$ cat src/rtl/wb_pkg.sv
// Shared types for the writeback arbiter: register-file write request and
// the starvation FSM state.
package wb_pkg;

    localparam int REG_ADDR_W = 5;
    localparam int DATA_WIDTH = 64;

    typedef struct packed {
        logic [REG_ADDR_W-1:0] rd;
        logic [DATA_WIDTH-1:0] data;
    } wb_req_t;

    typedef enum logic {
        NORMAL = 1'b0,
        STALL  = 1'b1
    } wb_state_e;

endpackage

$ cat src/rtl/wb_fifo.sv
// Small synchronous FIFO of writeback requests. Exposes per-slot valid/rd so
// the parent can build a pending-destination mask without reading payloads.
module wb_fifo
    import wb_pkg::*;
#(
    parameter int DEPTH = 2
) (
    input  logic                                 clk_i,
    input  logic                                 rst_ni,
    input  logic                                 push,
    input  logic                                 pop,
    input  wb_req_t                              push_req,
    output wb_req_t                              head,
    output logic                                 full,
    output logic                                 empty,
    output logic [$clog2(DEPTH+1)-1:0]           count,
    output logic [DEPTH-1:0]                     entry_valid,
    output logic [DEPTH-1:0][REG_ADDR_W-1:0]     entry_rd
);

    localparam int PTR_W = $clog2(DEPTH);
    localparam int CNT_W = $clog2(DEPTH + 1);

    wb_req_t          mem [DEPTH];
    logic [PTR_W-1:0] wr_ptr;
    logic [PTR_W-1:0] rd_ptr;

    assign head  = mem[rd_ptr];
    assign full  = (count == CNT_W'(DEPTH));
    assign empty = (count == '0);

    always_ff @(posedge clk_i or negedge rst_ni) begin
        if (!rst_ni) begin
            wr_ptr <= '0;
            rd_ptr <= '0;
            count  <= '0;
        end else begin
            if (push) wr_ptr <= wr_ptr + 1'b1;
            if (pop)  rd_ptr <= rd_ptr + 1'b1;
            if (push && !pop)      count <= count + 1'b1;
            else if (!push && pop) count <= count - 1'b1;
        end
    end

    // Payload storage carries no reset; occupancy is tracked by the pointers.
    always_ff @(posedge clk_i) begin
        if (push) mem[wr_ptr] <= push_req;
    end

    // A slot is live when its distance from the read pointer is below count.
    always_comb begin
        for (int i = 0; i < DEPTH; i++) begin
            entry_valid[i] = ({1'b0, PTR_W'(i) - rd_ptr} < count);
            entry_rd[i]    = mem[i].rd;
        end
    end

endmodule

$ cat src/rtl/wb_arbiter.sv
// Writeback stage: arbitrates the in-order ALU stream against buffered LSU
// results onto the register-file write port, stalling the ALU on starvation.
module wb_arbiter
    import wb_pkg::REG_ADDR_W, wb_pkg::wb_req_t, wb_pkg::wb_state_e,
           wb_pkg::NORMAL, wb_pkg::STALL;
#(
    parameter int DATA_WIDTH = 64,
    parameter int FIFO_DEPTH = 2,
    parameter int MAX_WAIT   = 4
) (
    input  logic                   clk_i,
    input  logic                   rst_ni,
    input  logic                   alu_valid_i,
    input  logic [REG_ADDR_W-1:0]  alu_rd_i,
    input  logic [DATA_WIDTH-1:0]  alu_data_i,
    input  logic                   lsu_valid_i,
    output logic                   lsu_ready_o,
    input  logic [REG_ADDR_W-1:0]  lsu_rd_i,
    input  logic [DATA_WIDTH-1:0]  lsu_data_i,
    output logic                   we_o,
    output logic [31:0]            w_addr_o,
    output logic [DATA_WIDTH-1:0]  w_data_o,
    output logic                   stall_o,
    output logic [31:0]            busy_mask_o
);

    localparam int CNT_W  = $clog2(FIFO_DEPTH + 1);
    localparam int WAIT_W = $clog2(MAX_WAIT + 1);

    wb_req_t                             head;
    wb_req_t                             lsu_req;
    logic                                fifo_full;
    logic                                fifo_empty;
    logic [CNT_W-1:0]                    fifo_count;
    logic [CNT_W-1:0]                    count_next;
    logic [FIFO_DEPTH-1:0]               entry_valid;
    logic [FIFO_DEPTH-1:0][REG_ADDR_W-1:0] entry_rd;
    logic                                push;
    logic                                pop;
    logic                                lsu_acc;
    logic                                alu_sel;
    logic                                head_sel;
    logic                                head_drop;
    logic                                fifo_drains;
    logic                                byp_sel;
    logic                                we_next;
    logic [REG_ADDR_W-1:0]               sel_rd;
    logic [DATA_WIDTH-1:0]               sel_data;
    logic [WAIT_W-1:0]                   wait_cnt;
    logic [WAIT_W-1:0]                   wait_next;
    wb_state_e                           state;

    assign lsu_ready_o = !fifo_full;
    assign lsu_acc     = lsu_valid_i && !fifo_full;
    assign lsu_req     = '{rd: lsu_rd_i, data: lsu_data_i};

    wb_fifo #(.DEPTH(FIFO_DEPTH)) u_fifo (
        .clk_i       (clk_i),
        .rst_ni      (rst_ni),
        .push        (push),
        .pop         (pop),
        .push_req    (lsu_req),
        .head        (head),
        .full        (fifo_full),
        .empty       (fifo_empty),
        .count       (fifo_count),
        .entry_valid (entry_valid),
        .entry_rd    (entry_rd)
    );

    // An x0 head leaves without a write slot, so a lone x0 entry lets the
    // LSU bypass path act as if the FIFO were already empty.
    always_comb begin
        alu_sel     = alu_valid_i && (alu_rd_i != '0) && !stall_o;
        head_drop   = !fifo_empty && (head.rd == '0);
        head_sel    = !fifo_empty && !head_drop && !alu_sel;
        pop         = head_sel || head_drop;
        fifo_drains = fifo_empty || ((fifo_count == CNT_W'(1)) && head_drop);
        byp_sel     = lsu_acc && fifo_drains && !alu_sel;
        push        = lsu_acc && !byp_sel;
        we_next     = alu_sel || head_sel || (byp_sel && (lsu_rd_i != '0));
        count_next  = fifo_count + CNT_W'(push) - CNT_W'(pop);

        sel_rd   = lsu_rd_i;
        sel_data = lsu_data_i;
        if (alu_sel) begin
            sel_rd   = alu_rd_i;
            sel_data = alu_data_i;
        end else if (head_sel) begin
            sel_rd   = head.rd;
            sel_data = head.data;
        end

        wait_next = wait_cnt;
        if (fifo_empty || pop)                  wait_next = '0;
        else if (wait_cnt != WAIT_W'(MAX_WAIT)) wait_next = wait_cnt + 1'b1;
    end

    always_comb begin
        busy_mask_o = '0;
        for (int i = 0; i < FIFO_DEPTH; i++) begin
            if (entry_valid[i]) busy_mask_o[entry_rd[i]] = 1'b1;
        end
        busy_mask_o[0] = 1'b0;
    end

    always_ff @(posedge clk_i or negedge rst_ni) begin
        if (!rst_ni) begin
            state    <= NORMAL;
            stall_o  <= 1'b0;
            wait_cnt <= '0;
            we_o     <= 1'b0;
            w_addr_o <= '0;
            w_data_o <= '0;
        end else begin
            wait_cnt <= wait_next;
            we_o     <= we_next;
            if (we_next) begin
                w_addr_o <= {{(32-REG_ADDR_W){1'b0}}, sel_rd};
                w_data_o <= sel_data;
            end
            case (state)
                NORMAL: begin
                    if (wait_next == WAIT_W'(MAX_WAIT)) begin
                        state   <= STALL;
                        stall_o <= 1'b1;
                    end
                end
                STALL: begin
                    if (count_next == '0) begin
                        state   <= NORMAL;
                        stall_o <= 1'b0;
                    end
                end
                default: begin
                    state   <= NORMAL;
                    stall_o <= 1'b0;
                end
            endcase
        end
    end

endmodule
$ cat config.mk
export PLATFORM = sky130hd
export DESIGN_NAME = wb_arbiter
export DESIGN_NICKNAME = d
export VERILOG_FILES = /design/src/rtl/wb_pkg.sv /design/src/rtl/wb_fifo.sv /design/src/rtl/wb_arbiter.sv
export SDC_FILE = /design/constraint.sdc
export NUM_CORES = 1
export LEC_CHECK = 0
export BUFFER_PORTS_ARGS = -buffer_cell sky130_fd_sc_hd__buf_4
export CORE_UTILIZATION = 59
export CTS_BUF_LIST = sky130_fd_sc_hd__clkbuf_8
export CTS_CLUSTER_DIAMETER = 150
export DETAILED_ROUTE_END_ITERATION = 12
export PLACE_DENSITY = 0.95
export SETUP_SLACK_MARGIN = 0.15
export SKIP_CTS_REPAIR_TIMING = 1
export SLEW_MARGIN = 10
export SYNTH_ARGS = -nofsm -noshare
export SYNTH_HDL_FRONTEND = slang
export SYNTH_SLANG_ARGS = --single-unit
$ cat constraint.sdc
create_clock -name clk_i -period 15.15 [get_ports clk_i]
set_clock_uncertainty 0.05 [all_clocks]
set_input_delay 0.7575 -clock clk_i [delete_from_list [all_inputs] [get_ports clk_i]]
set_output_delay 0.7575 -clock clk_i [all_outputs]
set_load 0.01 [all_outputs]
; After elaboration in Yosys (flattened, before gate mapping)
; Memories as Yosys holds them, arrays and structs flattened.
; Index checks and enable logic that the tools add are counted.
; W data, S select, Z words.
[op_classes]
shift = 0
n_lt_le_gt_ge = 6
reduce_logical = 35
add_sub_neg = 9
eq_ne = 6
bitwise_logic = 2
n_mux = 22
mul = 0
div_mod_pow = 0
[op_table]
columns = op, count
row1 = $mux W64, 2
row2 = $mux W32, 2
row3 = $or A32 B32 Y32, 1
row4 = $logic_and A1 B1 Y1, 15
row5 = $lt A5 B6 Y1 const B, 2
row6 = $demux W1 S5, 2
row7 = $ge A5 B1 Y1 const B, 2
row8 = $mux W5, 2
row9 = $reduce_bool A5 Y1, 2
row10 = $logic_not A1 Y1, 8
row11 = $mux W1, 8
row12 = $mux W3, 2
row13 = $logic_not A5 Y1, 1
row14 = $logic_or A1 B1 Y1, 5
row15 = $logic_not A2 Y1, 2
row16 = $lt A1 B2 Y1, 2
row17 = $mux W2, 2
row18 = $pmux W1 S2, 2
row19 = $add A3 B1 Y3 const B, 1
row20 = $eq A3 B3 Y1 const B, 1
row21 = $ne A3 B3 Y1 const B, 1
row22 = $add A1 B1 Y1 const B, 2
row23 = $add A2 B1 Y2, 1
row24 = $add A2 B1 Y2 const B, 1
row25 = 10 further kinds, 11
[word_totals]
latch_bits = 0
in_bits = 142
mem_count = 1
elab_cells = 90
mem_bits_ro = 0
output_inout_bits = 131
regBits = 79
ramBits = 138
[mem_list]
columns = name, depth, word_bits, read_ports, rd_ports_with_merged_regs, write_ports, line
row1 = u_fifo.mem, 2, 69, 3, 0, 1, wb_fifo.sv:24  ; wb_req_t mem [DEPTH];

; Depth between registers and ports, before layout
; Gate-level depths: netlist of the first run.
[depth]
word_depth = 14
depth_mapped = 11
depth_no_buf = 10

; Modules after synthesis
; Synthesis of the first run repeated with hierarchy kept, for this count alone.
[unflattened]
hier_cells = 839
area_unflattened_um2 = 10339.9
[by_module_without_submodules]
columns = module, seq_area_each_um2, instances, area_per_inst_um2, cells_each
row1 = wb_fifo, 4244.1, 1, 5604.1, 244
row2 = wb_arbiter, 1876.8, 1, 4735.8, 595

; Worst setup path before layout of the first run
; No wires, ideal clock.
[synth_path]
kind = flip-flop to flip-flop
start = memory u_fifo.mem[0][66] (netlist name)
end = memory u_fifo.mem[0][0] (netlist name) (enable)
path_buffers = 2
setup_slack_ps = 10126
setup_ps = 505
t_arrival_ps = 4470
stages_incl_launch_ff = 8
path_cell_list = edfxtp_1 clkbuf_1 or3_1 o32a_1 nor2b_1 buf_6 o31a_1 nor2b_1
[synth_rtl]
columns = item, line
row1 = start: declaration, wb_fifo.sv:24

; Worst setup path in the final report of the first run
[layout_path]
start = register u_fifo.rd_ptr
end = memory u_fifo.mem[0][13] (netlist name) (enable)
[layout_between]
elab_chain_len = 11
[layout_rtl]
columns = item, line
row1 = start: declaration, wb_fifo.sv:26  ; logic [PTR_W-1:0] rd_ptr;
row2 = start signal: assignment, wb_fifo.sv:39  ; if (pop) rd_ptr <= rd_ptr + 1'b1;
row3 = $mem_v2 Z2 W69, n/a
row4 = $logic_not A5 Y1, wb_arbiter.sv:75  ; head_drop = !fifo_empty && (head.rd == '0);
row5 = $logic_and A1 B1 Y1, wb_arbiter.sv:75
row6 = $logic_and A1 B1 Y1, wb_arbiter.sv:78  ; fifo_drains = fifo_empty || ((fifo_count == CNT_W'(1)) && head_drop);
row7 = $logic_or A1 B1 Y1, wb_arbiter.sv:78
row8 = $logic_and A1 B1 Y1 (2 in a row), wb_arbiter.sv:79  ; byp_sel = lsu_acc && fifo_drains && !alu_sel;
row9 = $logic_not A1 Y1, wb_arbiter.sv:80  ; push = lsu_acc && !byp_sel;
row10 = $logic_and A1 B1 Y1, wb_arbiter.sv:80
row11 = $mux W1, wb_fifo.sv:47  ; if (push) mem[wr_ptr] <= push_req;
row12 = $mux W1 (not written as such), wb_fifo.sv:47
; Every way passes these cells.

==> results of run 1 <==
## stage by stage
stage	cell area [sq um]	total power, mW
3_5_place_dp	11800	2.06
4_1_cts	12500	2.56
2_1_floorplan	10000	1.67
5_1_grt	12500	2.69
6_report	12500	2.56
3_3_place_gp	11800	2.01
## critical path: stages (launching register included)
cell and delay [ns]:
dfrtp_4 0.61, buf_4 0.79, or3_1 0.22, o32a_1 0.20, nor2b_4 0.17, o31a_1 0.24, nor2b_4 0.81, buf_4 0.60
## how the worst max path moves through the flow
stage                                 start                end  slack (ns)  depth (start not counted)
after global routing          u_fifo.rd_ptr   u_fifo.mem[0][1]       10.81                          7
after global placement        u_fifo.rd_ptr   u_fifo.mem[0][2]       11.13                          7
after detailed placement      u_fifo.rd_ptr  u_fifo.mem[0][16]       11.02                          7
final                         u_fifo.rd_ptr  u_fifo.mem[0][13]       11.06                          7
after floorplan           u_fifo.mem[0][66]   u_fifo.mem[0][0]       10.13                          7
after CTS                     u_fifo.rd_ptr  u_fifo.mem[0][20]       11.00                          7
## cells in the final DEF (no fill, tap or decap), types with 4 or more instances in the layout
cell      count
buf_4       253
nand2_1     150
edfxtp_1    138
dfrtp_1      78
a21oi_1      74
nand3_1      72
mux2i_1      69
a22o_1       67
clkbuf_8     42
o22ai_1      33
conb_1       28
inv_1        16
nor2_1       10
nand3b_1      9
ha_1          8
o21ai_0       6
clkinv_1      6
or3_1         5
xnor2_1       5
clkinv_2      4
## flip-flops by register name, indices dropped and copies added (netlist names)
signal         cells
w_addr_o           5
u_fifo.mem       138
we_o               1
u_fifo.count       2
state              1
u_fifo.rd_ptr      1
w_data_o          64
wait_cnt           3
u_fifo.wr_ptr      1
stall_o            1
## final cells by class
cell class,count,area share
Inverter,9,0.00271
Timing Repair Buffer,253,0.152
Tap cell,220,0.0221
Clock inverter,19,0.00854
Sequential cell,217,0.492
Clock buffer,42,0.0464
Multi-Input combinational cell,566,0.276
## routing by layer
layer,vias up,GRT usage,share of wire
met1,3792,0.368,0.38
met4,0,0.156,0.037
met2,543,0.499,0.50
li1,3545,-,-
met5,-,0,0
met3,85,0.0619,0.088
## report_power, final
group | total (mW) | switching, mW | internal [mW]
sequential | 0.972 | 0.116 | 0.856
combinational | 1.09 | 0.629 | 0.463
clock | 0.494 | 0.226 | 0.268
## cell families after synthesis
group | count (synthesis)
AO/OA/AOI/OAI | 186
flip-flops | 217
buffers and inverters | 99
adder cells (fa/ha/maj) | 8
multiplexers | 69
AND/OR/NAND/NOR | 268
other | 1
XOR/XNOR | 7
==> metrics.txt, run 1 <==
multiplexer share of the synthesized area=0.0695; worst-path maximum fanout=57; main combinational cell family by area after synthesis=compound AO/OA/AOI/OAI gates; Worst VDD drop=0.000125 V; pre-CTS setup slack=11.02 ns; vias=7965; total global-route track usage=0.298; synth cell count leaders=150 x nand2_1, 138 x edfxtp_1, 79 x dfrtp_1; io pins=273; run status=completed; initial DRC count=556; CTS Sinks=217; CP required=15.24 ns; TritonCTS clock tree=built; core area=16500 sq um; hpwl dp=16900 um; ys async rst share=0.364; Area contributors post-synth=edfxtp_1 42%, dfrtp_1 20%, mux2i_1 7.0%; # diodes=0; worst path arrival time=4.19 ns; area grow syn2layout=25.4%; std cell rows=47; EDFF count, synth=138; post-synthesis sequential area ratio=0.616; final hold vios=0; Vias/cell=6.01; clock buffer depth=3; worst slew pin tran=1.09 ns; Tmin final=4.09 ns; top-count cell post-synth=nand2_1; IO Port Bufs=244; Post-Syn Instances=855; Num CTS Buffers=34; wirelength, routed=26000 um; max cap viols=0; RR Endpoint=u_fifo.mem[0][13]; Worst Hold Launch=lsu_data_i[40]; Synth Area in Compound Gates=0.125; initial core utilization=0.601; Crit Path Category=flip-flop to flip-flop; worst hold-check path type=primary input to flip-flop; Chip Width=132 um; H-Tree Depth=2; wire per inst=19.6 um; worst hold slack=0.386 ns; Adder-Cell Fraction of Synth Area=0.0101; period utilization=0.270; vias in the first global route=8010; GPL Wtd Cong=0.910; final setup TNS=0 ns; Clock Pin Slew Worst Setup and Hold Paths=0.06 ns; # nets final=1231; # fillers=1010; clock root buffer=clkbuf_8; Worst-Skew Late Latency=0.52 ns; DR DRC count=0; DIE AREA=17400 sq um; unrepaired setup endpoints after global routing=no; DRT Pass-1 Iters=5; Post-Route Utilization=0.754; commonest register cell after synthesis=edfxtp_1; layout cells sized above 1=0.285; Congestion Overflow GR=0; setup ws final=11.06 ns; Yosys top cell area share=0.417; Yosys top cell by area=edfxtp_1; Final setup viols=0; Worst Hold Endpoint=u_fifo.mem[1][40]; critical path endpoint category=flip-flop; count of cell types in the netlist=37; relative slew slack=0.276; synthesized cell area=9930 sq um; Synth Warn #=0; Worst Hold Depth=1; CP Launch Type=flip-flop; leak pwr=5.44 nW; power per cell area=205 nW/um^2; Reg2Reg Setup Slack=11.06 ns; first-pass GRT wire length=40600 um; fmax=244 MHz; pin count of the biggest net entering global routing=80; FF-to-FF path depth=7; Syn Area/Cell=11.6 sq um; Slew Viols, Final=0; simple-gate area share of the yosys netlist=0.122; remaining antenna violation count=0; final cell count without fillers=1326; antenna violations before repair=0; multi-input combinational cell area=3440 sq um; Inst Count DP=1265; Die Ht=132 um; Synth Area in XOR/XNOR=0.00617; startpoint of the worst-slack reg-to-reg timing path=u_fifo.rd_ptr; Reg area=6120 sq um; Synth Register Bits=217
(Power assumes the default switching activity.)
==> run 2: changes to the inputs <==
--- a/config.mk
+++ b/config.mk
@@ -6,11 +6,11 @@
 export NUM_CORES = 1
 export LEC_CHECK = 0
 export BUFFER_PORTS_ARGS = -buffer_cell sky130_fd_sc_hd__buf_4
-export CORE_UTILIZATION = 59
+export CORE_UTILIZATION = 49
 export CTS_BUF_LIST = sky130_fd_sc_hd__clkbuf_8
 export CTS_CLUSTER_DIAMETER = 150
 export DETAILED_ROUTE_END_ITERATION = 12
-export PLACE_DENSITY = 0.95
+export PLACE_DENSITY = 0.84
 export SETUP_SLACK_MARGIN = 0.15
 export SKIP_CTS_REPAIR_TIMING = 1
 export SLEW_MARGIN = 10
==> constraint.sdc (replaced) <==
create_clock -name clk_i -period 3.5 [get_ports clk_i]
set_clock_uncertainty 0.05 [all_clocks]
set_input_delay 0.175 -clock clk_i [delete_from_list [all_inputs] [get_ports clk_i]]
set_output_delay 0.175 -clock clk_i [all_outputs]
set_load 0.01 [all_outputs]
==> metrics.txt, run 2 (synthesis results as in run 1) <==
run status=completed; P_int=7.14 mW; setup ws final=0.537 ns; worst slew pin tran=0.997 ns; CP Launch Type=flip-flop; largest registers=u_fifo.mem x138, w_data_o x64, w_addr_o x5; pre-CTS setup slack=0.530 ns; Post-Route Utilization=0.714; Worst-Skew Late Latency=0.51 ns; Num CTS Buffers=36; flip-flop count of the largest register after layout=138; std cell rows=51; most frequent cells in the layout=255 x buf_4, 150 x nand2_1, 139 x dlygate4sd3_1, 138 x edfxtp_1, 78 x dfrtp_1; pin count of the biggest net entering global routing=80; power per cell area=819 nW/um^2; DR DRC count=0; initial core utilization=0.505; CTS Sinks=217; Sw Pwr=4.35 mW; TritonCTS clock tree=built; first-pass GRT wire length=38700 um; remaining antenna violation count=0; initial DRC count=636; unrepaired setup endpoints after global routing=no; Combinational Power Share=0.438; Slew Viols, Final=0; DRT Pass-1 Iters=7; wire per inst=19.4 um; WP buf/inv=1; DIE AREA=20800 sq um; worst hold slack=0.165 ns; period utilization=0.847; GPL Wtd Cong=0.849; fmax=337 MHz; layout cells sized above 1=0.256; Reg power frac=0.362; final hold vios=0; IO Port Bufs=244; Inst Count DP=1313; final setup TNS=0 ns; clock buffer depth=3; total global-route track usage=0.242; worst path cell trace=or3_1, o32a_1, nor2b_4, o31a_1, nor2b_4, buf_12; final cell count without fillers=1520; Congestion Overflow GR=0; hpwl dp=16300 um; fin area=14000 sq um; CP required=3.63 ns; vias in the first global route=7568; io pins=273; area grow syn2layout=41.2%; clock power share=0.200; # nets final=1376; Chip Width=144 um; worst-path maximum fanout=41; Clock Pin Slew Worst Setup and Hold Paths=0.06 ns; Worst Hold Depth=4; Total Power=11.5 mW; clock root buffer=clkbuf_8; Top delay family on crit path=simple AND/OR/NAND/NOR gates; Crit Path Category=flip-flop to flip-flop; Worst VDD drop=0.000459 V; most flop-heavy register=u_fifo.mem; relative slew slack=0.336; Tmin final=2.96 ns; Post-DP Area=11900 sq um; switching part of the total=0.379; antenna violations before repair=3; slowest stage cell, crit path=nor2b_4; Die Ht=144 um; Final setup viols=0; CP Depth=6; H-Tree Depth=2; max cap viols=0; wirelength, routed=29600 um; FF-to-FF path depth=6; vias=8626; Critical Path Max Stage Delay=0.84 ns; commonest non-fill, non-tap cell in the layout=buf_4; worst hold-check path type=primary input to flip-flop; core area=19700 sq um; Vias/cell=5.68; leak pwr=6.08 nW; worst path arrival time=3.09 ns; CP most frequent cell=nor2b_4; critical path endpoint category=flip-flop
run 2: tightest hold or removal path, cell delays in order:
cell and delay [ns]:
buf_4 0.11, nor2b_1 0.15, nand2_1 0.16, nor3_1 0.08
run 2: cell type report:
cell class	instances	area, sq um
Clock buffer	41	564
Timing Repair Buffer	396	3350
Fill cell	1309	5630
Multi-Input combinational cell	566	3440
Clock inverter	23	174
Sequential cell	217	6120
Antenna cell	3	7.51
Tap cell	265	332
Inverter	9	33.8
run 2: path summary, 6_finish.rpt:
kind                                   start                 to  slack, ns
max reg2reg                u_fifo.mem[0][67]  u_fifo.mem[0][41]       0.54
max                        u_fifo.mem[0][67]  u_fifo.mem[0][41]       0.54
min                              alu_valid_i        wait_cnt[2]       0.16
max in group asynchronous             rst_ni      u_fifo.rd_ptr       2.54
min in group asynchronous             rst_ni       w_data_o[50]       0.18
min reg2reg                            state            stall_o       0.42
run 2: power groups by stage:
stage / Sequential, mW / Clock, mW / Combinational, mW
after floorplan: 4.25 / 0 / 2.94
after global placement: 4.12 / 0 / 4.64
after detailed placement: 4.15 / 0 / 4.79
after CTS: 4.12 / 2.32 / 4.79
after global routing: 4.24 / 2.45 / 5.44
final: 4.16 / 2.30 / 5.03
run 2: per-layer routing:
layer  share of wire  track usage
met2            0.51        0.408
met5               0            0
met4           0.043        0.108
met1            0.37        0.301
met3           0.075       0.0457
==> run 3: changes to the inputs <==
--- a/config.mk
+++ b/config.mk
@@ -6,11 +6,11 @@
 export NUM_CORES = 1
 export LEC_CHECK = 0
 export BUFFER_PORTS_ARGS = -buffer_cell sky130_fd_sc_hd__buf_4
-export CORE_UTILIZATION = 49
+export CORE_UTILIZATION = 54
 export CTS_BUF_LIST = sky130_fd_sc_hd__clkbuf_8
 export CTS_CLUSTER_DIAMETER = 150
 export DETAILED_ROUTE_END_ITERATION = 12
-export PLACE_DENSITY = 0.84
+export PLACE_DENSITY = 0.88
 export SETUP_SLACK_MARGIN = 0.15
 export SKIP_CTS_REPAIR_TIMING = 1
 export SLEW_MARGIN = 10
==> constraint.sdc (replaced) <==
create_clock -name clk_i -period 2.8 [get_ports clk_i]
set_clock_uncertainty 0.05 [all_clocks]
set_input_delay 0.14 -clock clk_i [delete_from_list [all_inputs] [get_ports clk_i]]
set_output_delay 0.14 -clock clk_i [all_outputs]
set_load 0.01 [all_outputs]
==> metrics.txt, run 3 (synthesis results as in run 1) <==
area grow syn2layout=42.3%; relative slew slack=0.398; hpwl dp=16100 um; most frequent cells in the layout=267 x buf_4, 150 x nand2_1, 139 x dlygate4sd3_1, 138 x edfxtp_1, 78 x dfrtp_1; # diodes=0; DR DRC count=0; Reg2Reg Setup Slack=0.10 ns; Slew Viols, Final=0; final setup TNS=0 ns; Inst Count DP=1285; Crit Path Category=flip-flop to flip-flop; FF-to-FF path depth=7; pin count of the biggest net entering global routing=139; clock root buffer=clkbuf_8; final hold vios=0; startpoint of the worst-slack reg-to-reg timing path=u_fifo.mem[1][66]; vias=8777; remaining antenna violation count=0; largest registers=u_fifo.mem x138, w_data_o x64, w_addr_o x5; power per cell area=1030 nW/um^2; H-Tree Depth=2; # nets final=1391; wire per inst=20.5 um; DRT Pass-1 Iters=6; commonest non-fill, non-tap cell in the layout=buf_4; Num CTS Buffers=36; final cell count without fillers=1498; worst path arrival time=2.84 ns; DIE AREA=18900 sq um; max cap viols=0; RR Endpoint=u_fifo.mem[0][20]; first-pass GRT wire length=39100 um; unrepaired setup endpoints after global routing=yes; worst hold-check path type=primary input to async pin; initial DRC count=693; CP required=2.94 ns; Worst-Skew Late Latency=0.53 ns; Congestion Overflow GR=0; io pins=273; period utilization=0.963; Vias/cell=5.86; layout cells sized above 1=0.269; most flop-heavy register=u_fifo.mem; Clock Pin Slew Worst Setup and Hold Paths=0.06 ns; worst-path maximum fanout=39; leak pwr=6.18 nW; CP Launch Type=flip-flop; flip-flop count of the largest register after layout=138; fmax=371 MHz; clock buffer depth=3; Tmin final=2.70 ns; # fillers=985; critical path endpoint category=flip-flop; antenna violations before repair=0; IO Port Bufs=244; CTS Sinks=217; wirelength, routed=30800 um; worst slew pin tran=0.903 ns; TritonCTS clock tree=built; Worst VDD drop=0.000670 V; total global-route track usage=0.272; Chip Width=138 um; Die Ht=138 um; vias in the first global route=7664; std cell rows=49; Final setup viols=0; run status=completed; GPL Wtd Cong=0.952; initial core utilization=0.551; core area=18000 sq um
==> run 3: per-stage QoR <==
| step | util | cell area [sq um] | setup slack (ns) | power, mW | hold slack (ns) |
|---|---|---|---|---|---|
| final | 0.784 | 14100 | 0.105 | 14.6 | 0.121 |
| after global routing | 0.784 | 14100 | 0.0573 | 15.3 | 0.155 |
| after CTS | 0.702 | 12700 | 0.0624 | 14.1 | -0.414 |
| after detailed placement | 0.661 | 11900 | 0.229 | 11.2 | 0.147 |
| after global placement | 0.661 | 11900 | 0.303 | 11.0 | 0.132 |
| after floorplan | - | 10100 | 0.0196 | 9.03 | -0.206 |
==> run 3: how the worst max path moves through the flow <==
stage                              endpoint               from  cells after the start  slack, ns
after CTS                   busy_mask_o[27]      u_fifo.rd_ptr                      5       0.06
after detailed placement  u_fifo.mem[1][21]  u_fifo.mem[1][64]                      5       0.23
after global placement    u_fifo.mem[1][30]  u_fifo.mem[1][64]                      5       0.30
final                     u_fifo.mem[0][20]  u_fifo.mem[1][66]                      7       0.10
after floorplan            u_fifo.mem[0][0]      u_fifo.rd_ptr                      7       0.02
after global routing      u_fifo.mem[0][12]  u_fifo.mem[1][66]                      7       0.06
==> run 3: final cells by class <==
cell class                 count  area (sq um)  area share
timing repair buffer         410          3480       0.246
sequential                   217          6120       0.433
clock buffer                  43           592      0.0419
multi-input combinational    567          3470       0.246
clock inverter                23           150      0.0106
inverter                       9          33.8     0.00239
tap                          229           287      0.0203
==> run 3: power breakdown <==
group          leakage, nW  switching, mW  internal (mW)
combinational         3.54           3.77           2.78
sequential            2.22          0.565           4.63
clock                0.422           1.28           1.59
total                 6.18           5.61           9.00
==> run 3: worst max-delay path, stage by stage, from the launching register on <==
cell and delay [ns]:
edfxtp_1 0.39, or3_4 0.38, o32a_1 0.39, nor2b_4 0.15, o31a_1 0.37, buf_4 0.18, nor2b_4 0.12, buf_4 0.30
==> run 3: metal layers <==
| layer | vias to the layer above | wire length (um) | track usage |
|---|---|---|---|
| met2 | 573 | 15900 | 0.450 |
| li1 | 3863 | - | - |
| met3 | 105 | 2570 | 0.0578 |
| met1 | 4236 | 11400 | 0.353 |
| met4 | 0 | 957 | 0.102 |
| met5 | - | 0 | 0 |
